[config.mk]
export PLATFORM = sky130hd
export DESIGN_NAME = rx_fifo_drain_ctrl
export DESIGN_NICKNAME = d
export VERILOG_FILES = /design/src/rtl/rx_fifo_drain_ctrl.sv
export SDC_FILE = /design/constraint.sdc
export NUM_CORES = 1
export LEC_CHECK = 0
export ABC_AREA = 1
export BUFFER_PORTS_ARGS = -buffer_cell sky130_fd_sc_hd__buf_2
export CAP_MARGIN = 30
export CELL_PAD_IN_SITES_DETAIL_PLACEMENT = 0
export CELL_PAD_IN_SITES_GLOBAL_PLACEMENT = 2
export CORE_UTILIZATION = 28
export DETAILED_ROUTE_END_ITERATION = 10
export PLACE_DENSITY_LB_ADDON = 0.1
export SETUP_SLACK_MARGIN = 0.3
export SKIP_CTS_REPAIR_TIMING = 1
export SYNTH_ARGS = -nofsm -noshare
export SYNTH_HDL_FRONTEND = slang
export SYNTH_SLANG_ARGS = --single-unit
[constraint.sdc]
create_clock -name clk -period 1.6 [get_ports clk]
set_input_delay 0.16 -clock clk [delete_from_list [all_inputs] [get_ports clk]]
set_output_delay 0.16 -clock clk [all_outputs]
set_load 0.01 [all_outputs]
[src/rtl/rx_fifo_drain_ctrl.sv]
// rx_fifo_drain_ctrl: drains one frame of frame_len bytes from an RX FIFO and
// hands them one at a time to a valid/ready consumer. One byte is moved every
// three cycles at best: FETCH issues the read, CAPTURE registers the FIFO data,
// and SEND holds it until the consumer takes it.
module rx_fifo_drain_ctrl #(
  parameter int MAX_LEN = 1518,
  parameter int TIMEOUT = 255
) (
  input  logic        clk,
  input  logic        rst_n,
  input  logic        start,
  input  logic [10:0] frame_len,
  input  logic        abort,
  output logic        fifo_rd_en,
  input  logic [7:0]  fifo_data,
  input  logic        fifo_empty,
  output logic [7:0]  out_data,
  output logic        out_valid,
  input  logic        out_ready,
  output logic        out_last,
  output logic        busy,
  output logic        done,
  output logic        err,
  output logic [10:0] byte_cnt
);

  localparam logic [1:0] S_IDLE    = 2'd0;
  localparam logic [1:0] S_FETCH   = 2'd1;
  localparam logic [1:0] S_CAPTURE = 2'd2;
  localparam logic [1:0] S_SEND    = 2'd3;

  // Wide enough to hold the value TIMEOUT itself.
  localparam int WAIT_W = (TIMEOUT < 2) ? 1 : $clog2(TIMEOUT + 1);

  logic [1:0]        r_state;
  logic [10:0]       r_len;
  logic [10:0]       r_byte_cnt;
  logic [WAIT_W-1:0] r_wait_cnt;
  logic [7:0]        r_out_data;
  logic              r_out_valid;
  logic              r_out_last;
  logic              r_done;
  logic              r_err;

  logic w_len_ok;
  logic w_fetch_rd;
  logic w_wait_expired;
  logic w_handshake;
  logic w_is_last;

  assign w_len_ok       = (frame_len != 11'd0) && (32'(frame_len) <= 32'(MAX_LEN));
  // Abort suppresses the read so no byte is pulled out of the FIFO and then lost.
  assign w_fetch_rd     = (r_state == S_FETCH) && !fifo_empty && !abort;
  // True on the empty cycle that brings the wait counter up to TIMEOUT.
  assign w_wait_expired = (32'(r_wait_cnt) + 32'd1) >= 32'(TIMEOUT);
  assign w_handshake    = (r_state == S_SEND) && r_out_valid && out_ready;
  assign w_is_last      = (r_byte_cnt == (r_len - 11'd1));

  // Frame sequencing: state, counters, output byte register and status pulses.
  always_ff @(posedge clk or negedge rst_n) begin
    if (!rst_n) begin
      r_state     <= S_IDLE;
      r_len       <= '0;
      r_byte_cnt  <= '0;
      r_wait_cnt  <= '0;
      r_out_data  <= '0;
      r_out_valid <= 1'b0;
      r_out_last  <= 1'b0;
      r_done      <= 1'b0;
      r_err       <= 1'b0;
    end else begin
      r_done <= 1'b0;
      r_err  <= 1'b0;
      if (abort && (r_state != S_IDLE)) begin
        // Abort beats everything else, including a coincident handshake.
        r_state     <= S_IDLE;
        r_out_valid <= 1'b0;
        r_out_last  <= 1'b0;
        r_err       <= 1'b1;
      end else begin
        case (r_state)
          S_IDLE: begin
            if (start) begin
              if (w_len_ok) begin
                r_len      <= frame_len;
                r_byte_cnt <= '0;
                r_wait_cnt <= '0;
                r_state    <= S_FETCH;
              end else begin
                r_err <= 1'b1;
              end
            end
          end
          S_FETCH: begin
            if (!fifo_empty) begin
              r_state <= S_CAPTURE;
            end else if (w_wait_expired) begin
              r_wait_cnt <= r_wait_cnt + WAIT_W'(1);
              r_err      <= 1'b1;
              r_state    <= S_IDLE;
            end else begin
              r_wait_cnt <= r_wait_cnt + WAIT_W'(1);
            end
          end
          S_CAPTURE: begin
            r_out_data  <= fifo_data;
            r_out_valid <= 1'b1;
            r_out_last  <= w_is_last;
            r_state     <= S_SEND;
          end
          S_SEND: begin
            if (w_handshake) begin
              r_byte_cnt  <= r_byte_cnt + 11'd1;
              r_out_valid <= 1'b0;
              r_out_last  <= 1'b0;
              if (r_out_last) begin
                r_done  <= 1'b1;
                r_state <= S_IDLE;
              end else begin
                r_wait_cnt <= '0;
                r_state    <= S_FETCH;
              end
            end
          end
          default: begin
            r_state <= S_IDLE;
          end
        endcase
      end
    end
  end

  assign fifo_rd_en = w_fetch_rd;
  assign out_data   = r_out_data;
  assign out_valid  = r_out_valid;
  assign out_last   = r_out_last;
  assign busy       = (r_state != S_IDLE);
  assign done       = r_done;
  assign err        = r_err;
  assign byte_cnt   = r_byte_cnt;

endmodule

# Word level (Yosys, flattened, before mapping)

Cells that the tools add are included.

Memory bits (read-only): 0
Bits of input ports: 25
Latch bits: 0
Word-level logic and storage cells: 82
Flip-flop bits (word level): 44
Memory bits (writable): 0
Output and inout port bits: 25
Memories: 0

Divide/modulo/power cells: 0
Bitwise gates (word level): 1
$mul: 0
$add $sub $neg: 4
Reductions and logical operators: 20
Equal/unequal tests: 13
Shift operators: 0
Multiplexer cells: 33
Order comparisons: 2

Operator list:

| operator                                                              | number |
|---|---|
| 8-bit two-way mux                                                     | 5 |
| 11-bit two-way mux                                                    | 3 |
| 8-bit one-hot mux with 3 select lines                                 | 1 |
| 11-bit one-hot mux with 2 select lines                                | 1 |
| 1-bit two-way mux                                                     | 13 |
| 2-bit two-way mux                                                     | 6 |
| 11-bit by 1-bit adder with 11-bit output, second input constant       | 1 |
| 11-bit equality test                                                  | 1 |
| 11-bit less-or-equal comparator, second input constant                | 1 |
| 11-bit nonzero test                                                   | 1 |
| 11-bit by 1-bit subtractor with 11-bit output, second input constant  | 1 |
| 2-bit inequality test, second input constant                          | 5 |
| 8-bit by 1-bit adder with 9-bit output, second input constant         | 1 |
| 9-bit by 8-bit >= comparator with 1-bit output, second input constant | 1 |
| 8-bit by 1-bit adder with 8-bit output, second input constant         | 1 |
| 2-bit one-hot mux with 4 select lines                                 | 1 |
| 4-bit AND reduction                                                   | 2 |
| 7-bit AND reduction                                                   | 1 |
| 1-bit logical AND                                                     | 6 |
| 3-bit inequality test, second input constant                          | 2 |
| 1-bit one-hot mux with 2 select lines                                 | 3 |
| 3-bit nonzero test                                                    | 2 |
| 5-bit AND reduction                                                   | 1 |
| 2-bit equality test, second input constant                            | 2 |
| 8 further kinds                                                       | 11 |

# Depth between registers and ports, before layout

Depth in word-level cells: 6
Depth in mapped cells: 12
Mapped depth without buffers: 12

# Least setup slack after synthesis

Ideal clock, no wire load.

Path kind: register -> register
Start point: reg r_wait_cnt[0]
End point: reg r_state[0]
Stages on the path, launching flop included: 11
Setup time: 117 ps
Data arrival time: 1377 ps
Setup slack: 107 ps
Path buffers: 0
Period minus slack after synthesis: 1493 ps
Data required time: 1483 ps
Path through: dfrtp_1 > inv_1 > ha_1 > o21bai_1 > nand3_1 > nor2_1 > nand3_1 > nand3_1 > nand2_1 > nand2_1 > nand2_1

Longest elaborated chain between the ends: 4

RTL lines:

| item                                                       | line | text |
|---|---|---|
| start: declaration                                         | 38   | `logic [WAIT_W-1:0] r_wait_cnt;` |
| start signal: assignment                                   | 98   | `r_wait_cnt <= r_wait_cnt + WAIT_W'(1);` |
| start signal: assignment                                   | 102  | `r_wait_cnt <= r_wait_cnt + WAIT_W'(1);` |
| 8-bit by 1-bit adder with 9-bit output                     | 55   | `assign w_wait_expired = (32'(r_wait_cnt) + 32'd1) >= 32'(TIMEOUT);` |
| 9-bit by 8-bit >= comparator with 1-bit output             | 55   |  |
| 4-bit by 3-bit inequality test with 1-bit output (no line) | --   |  |
| 4-bit AND reduction (no line)                              | --   |  |
| end signal: assignment                                     | 62   | `r_state <= S_IDLE;` |
| end signal: assignment                                     | 76   | `r_state <= S_IDLE;` |
| end signal: assignment                                     | 88   | `r_state <= S_FETCH;` |
| end: declaration                                           | 35   | `logic [1:0] r_state;` |

Every way passes these cells.
A chain may end at the register's enable or synchronous reset.

# Worst setup path after layout

Start point: reg r_wait_cnt[1]
End point: reg r_state[0]

The elaborated chain is that of the path after synthesis.

==> impl.org <==
** Clock network
- Clock tree synthesis selected as its root buffer the cell sky130_fd_sc_hd__clkbuf_8.
- At the later pin of the worst-skew pair, clock insertion delay measures 0.30 ns.
- Clock buffers created by TritonCTS :: 5
- Sink Count :: between 40 and 50
- Max clock buf depth :: 2
- Clock transition at the registers of the reported paths :: 0.09 ns
- CTS tree :: built
- The H-tree was split into 2 levels.

** Logic synthesis
- The average instance in the mapped netlist occupies about 7.5 um2.
- Synthesis inferred 44 register bits.
- The Yosys step of the flow raised 0 warnings.
- Cell area after synthesis :: between 2000 and 3000 um2
- Of the total synthesized cell area, the portion taken by full adders, half adders and majority gates is 0.0183.
- Synthesis produced a netlist with a net count of 392.
- By area, the combinational part of the netlist is dominated by simple AND/OR/NAND/NOR gates.
- Post-synthesis compound-gate area fraction :: 0.0839
- Synth Instances :: 363
- Basic-gate share of the synthesized area counting and, or, nand and nor cells :: 0.330
- Of the post-synthesis cell area, the part taken by muxes is 0.
- The share of the Yosys chip area taken by registers is 0.404.
- Cell variety after synth :: 32
- Synthesized-area fraction occupied by xor and xnor cells :: 0.0867

** Worst setup path
- Maximum fanout count along the critical path :: 4
- Category of the worst setup path capture point :: flip-flop
- For the worst flop-to-flop path, the logic depth is 10.
- Required @ worst endpoint :: roughly 1.8 ns
- Start-to-end type of the worst setup path :: flip-flop to flip-flop
- Crit path DAT :: 1.76 ns
- Type of element launching the critical path :: flip-flop

** Timing
- Fin Setup TNS :: 0 ns
- Final setup violating endpoints :: 0
- Unrepaired setup endpoints after global routing :: true
- Counting I/O delays and the setup requirement, the final critical path takes roughly 1.6 ns.
- For the final database, setup skew stands at 0.00360 ns.
- Fmax :: about 0.64 GHz
- For the pin with the worst max-slew slack, the measured transition is 0.464 ns.
- In the finished design, the share of the clock period the worst path needs comes to 0.974.
- The number of pins with negative max-slew slack in the final report came to 0.
- The number of hold violations in the final report came to 0.
- After layout, the worst setup slack is 0.0409 ns.
- In this run the tightest slew margin relative to its limit is 0.690.

** Finish
- At the end of the flow, the number of nets in the layout was 471.
- After the flow finishes, the layout carries non-filler instances totaling 572.
- In the final layout, the share of cells above drive strength 1 is 0.359.
- Layout overhead on the synthesized area :: 35.2%
- Fillers :: 994
- 0 antenna diodes ended up in the layout.

** Run
- Max-cap violations in this run came to 0.

** Worst hold path
- Worst hold path class :: input port to flip-flop
- Instance count along the most critical hold path :: 3

** Drt
- Post-detailed-route DRC marker count :: 0
- Number of nets with antenna violations after detailed routing :: 0
- Using the TritonRoute via totals, the vias-per-cell ratio works out to 4.37.
- The final layout contains routed wiring with a total length of roughly 7200 um.
- Dividing the detail-routed wire length by the instance count gives between 10 and 15 um.
- The first TritonRoute pass finished after 5 iterations.
- The first routing iteration left 49 violations.
- Routed via count :: 2,498

** Floorplan
- For this design the top-level I/O count stands at 50.
- Initial standard-cell utilization of the core :: 0.292
- Total Die Area :: 10,100 um2
- Die Width :: 101 um
- The initialized floorplan defines 35 standard-cell rows.
- CORE AREA :: 9330 um2
- The die is slightly above 100 um tall.

** Global route
- The via count of the first global-routing pass was 2,312.
- Total track usage :: 0.146
- Pin count of the biggest net entering global routing :: 24
- Number of antenna violations at the first check in global routing :: 0
- Global routing finished with a remaining overflow of 0.
- First-pass GRT wire length :: 11,500 um

** Pwr
- Across the VDD grid, the largest voltage drop is 0.600 mV.
- For this design the static power due to leakage is roughly 1.8 nW.
- Dividing total power by cell area gives a power density of 1350 nW/um2.

** Placed design
- Prior to clock tree synthesis, the placed netlist has a worst setup slack of 0.0128 ns.
- Port Buffers :: around 50
- Weighted congestion at the end of routability-driven global placement :: ~0.78
- In this run, placement finished with an instance count of 551.
- Post-DP HPWL :: about 5400 um

** Run status
- The flow ran to the end, and the final reports show no timing, DRC or antenna violations.
==> sequential cells by signal, indices dropped and copies added (netlist names) <==
signal and flops:
done 1, byte_cnt 11, r_len 11, out_last 1, r_state 2, err 1
r_wait_cnt 8, out_data 8, out_valid 1
==> synth_stat cells <==
cell / number / area share
sky130_fd_sc_hd__nand2_1: 104 / 0.14
sky130_fd_sc_hd__dfrtp_1: 44 / 0.40
sky130_fd_sc_hd__inv_1: 41 / 0.056
sky130_fd_sc_hd__nor2_1: 34 / 0.047
sky130_fd_sc_hd__nand3_1: 29 / 0.053
sky130_fd_sc_hd__xor2_1: 15 / 0.048
sky130_fd_sc_hd__xnor2_1: 12 / 0.039
sky130_fd_sc_hd__o21ai_1: 11 / 0.020
sky130_fd_sc_hd__o21ai_0: 8 / 0.015
sky130_fd_sc_hd__o21ai_2: 8 / 0.026
sky130_fd_sc_hd__or2_2: 8 / 0.018
sky130_fd_sc_hd__nand4_1: 7 / 0.016
sky130_fd_sc_hd__a21oi_1: 6 / 0.011
sky130_fd_sc_hd__ha_1: 4 / 0.018
sky130_fd_sc_hd__nor3_1: 4 / 0.0073
sky130_fd_sc_hd__buf_2: 3 / 0.0055
sky130_fd_sc_hd__nand2_2: 3 / 0.0069
sky130_fd_sc_hd__nor2_2: 3 / 0.0069
sky130_fd_sc_hd__nor2_4: 3 / 0.012
sky130_fd_sc_hd__buf_6: 2 / 0.0083
sky130_fd_sc_hd__nand3_2: 2 / 0.0073
sky130_fd_sc_hd__o21bai_1: 2 / 0.0055
sky130_fd_sc_hd__a211oi_2: 1 / 0.0046
sky130_fd_sc_hd__a31oi_1: 1 / 0.0023
sky130_fd_sc_hd__buf_4: 1 / 0.0028
sky130_fd_sc_hd__clkbuf_1: 1 / 0.0014
sky130_fd_sc_hd__clkbuf_2: 1 / 0.0018
sky130_fd_sc_hd__clkinv_1: 1 / 0.0014
sky130_fd_sc_hd__nand2_4: 1 / 0.0041
sky130_fd_sc_hd__nand3b_1: 1 / 0.0028
sky130_fd_sc_hd__or2_0: 1 / 0.0023
sky130_fd_sc_hd__or2_1: 1 / 0.0023
==> power breakdown <==
group	leakage, nW	switching (mW)	internal [mW]
clock network	0.0552	0.419	0.465
registers	0.559	0.321	1.41
logic	1.16	1.32	1.05
==> layer usage <==
layer  part of all wire  vias up  GRT usage
met5                  0        -          0
met4             0.0093        0     0.0401
met2               0.48       35      0.237
li1                   -     1303          -
met1               0.48     1153      0.200
met3              0.026        7     0.0257
==> through the flow <==
stage	total power [mW]	hold slack (ns)	utilization	area (um2)
after floorplan	3.11	-0.136	-	2810
after global placement	3.84	0.151	0.356	3320
after detailed placement	3.86	0.149	0.356	3320
after CTS	4.76	-0.195	0.368	3430
after global routing	5.40	0.0458	0.395	3690
final	4.98	0.0522	0.395	3690
==> cell type report <==
cell class,instances,area (um2),area share
clock buffer,6,72.6,0.0197
clock inverter,2,35.0,0.00950
inverter,42,164,0.0445
multi-input combinational,269,1610,0.436
sequential,44,1110,0.302
tap,129,161,0.0438
timing repair buffer,79,527,0.143
timing repair inverter,1,5.00,0.00136
==> cell usage in the layout (no fill, tap or decap), drive strengths merged <==
cell and n:
o21ai 27, clkinv 1, dlygate4sd3 1, dfrtp 44, a211oi 1, xor2 15
inv 41, or2 10, nand4 7, clkbuf 6, o21bai 2, a21oi 6
nand3 31, a31oi 1, nor2 40, nand3b 1, ha 4, bufinv 1
nand2 108, buf 78, xnor2 12, clkinvlp 2, nor3 4
==> kinds of logic after synthesis <==
family,after synthesis
and+or+nand+nor,201
buffers and inverters,50
DFF,44
AOI/OAI and AO/OA,37
xor gates and xnor gates,27
adders and majority gates,4
==> path summary, 6_finish.rpt <==
kind | end | slack (ns) | startpoint
max in group asynchronous | r_wait_cnt[1]$_DFFE_PN0P_ | 0.77 | rst_n
min in group asynchronous | byte_cnt[3]$_DFFE_PN0P_ | 0.34 | rst_n
max reg2reg | r_state[0]$_DFFE_PN0P_ | 0.04 | r_wait_cnt[1]$_DFFE_PN0P_
min reg2reg | out_data[4]$_DFFE_PN0P_ | 0.48 | out_data[4]$_DFFE_PN0P_
min | out_data[0]$_DFFE_PN0P_ | 0.05 | fifo_data[0]
max | r_state[0]$_DFFE_PN0P_ | 0.04 | r_wait_cnt[1]$_DFFE_PN0P_
==> critical path, stage by stage, from the launching register on <==
cell and delay, ns:
sky130_fd_sc_hd__dfrtp_2 0.46, sky130_fd_sc_hd__buf_12 0.14, sky130_fd_sc_hd__ha_4 0.20, sky130_fd_sc_hd__o21bai_1 0.11, sky130_fd_sc_hd__nand3_1 0.08, sky130_fd_sc_hd__nor2_1 0.10
sky130_fd_sc_hd__nand3_1 0.12, sky130_fd_sc_hd__nand3_2 0.09, sky130_fd_sc_hd__nand2_1 0.05, sky130_fd_sc_hd__nand2_1 0.06, sky130_fd_sc_hd__nand2_1 0.04
Power figures use the tool's default switching activity.
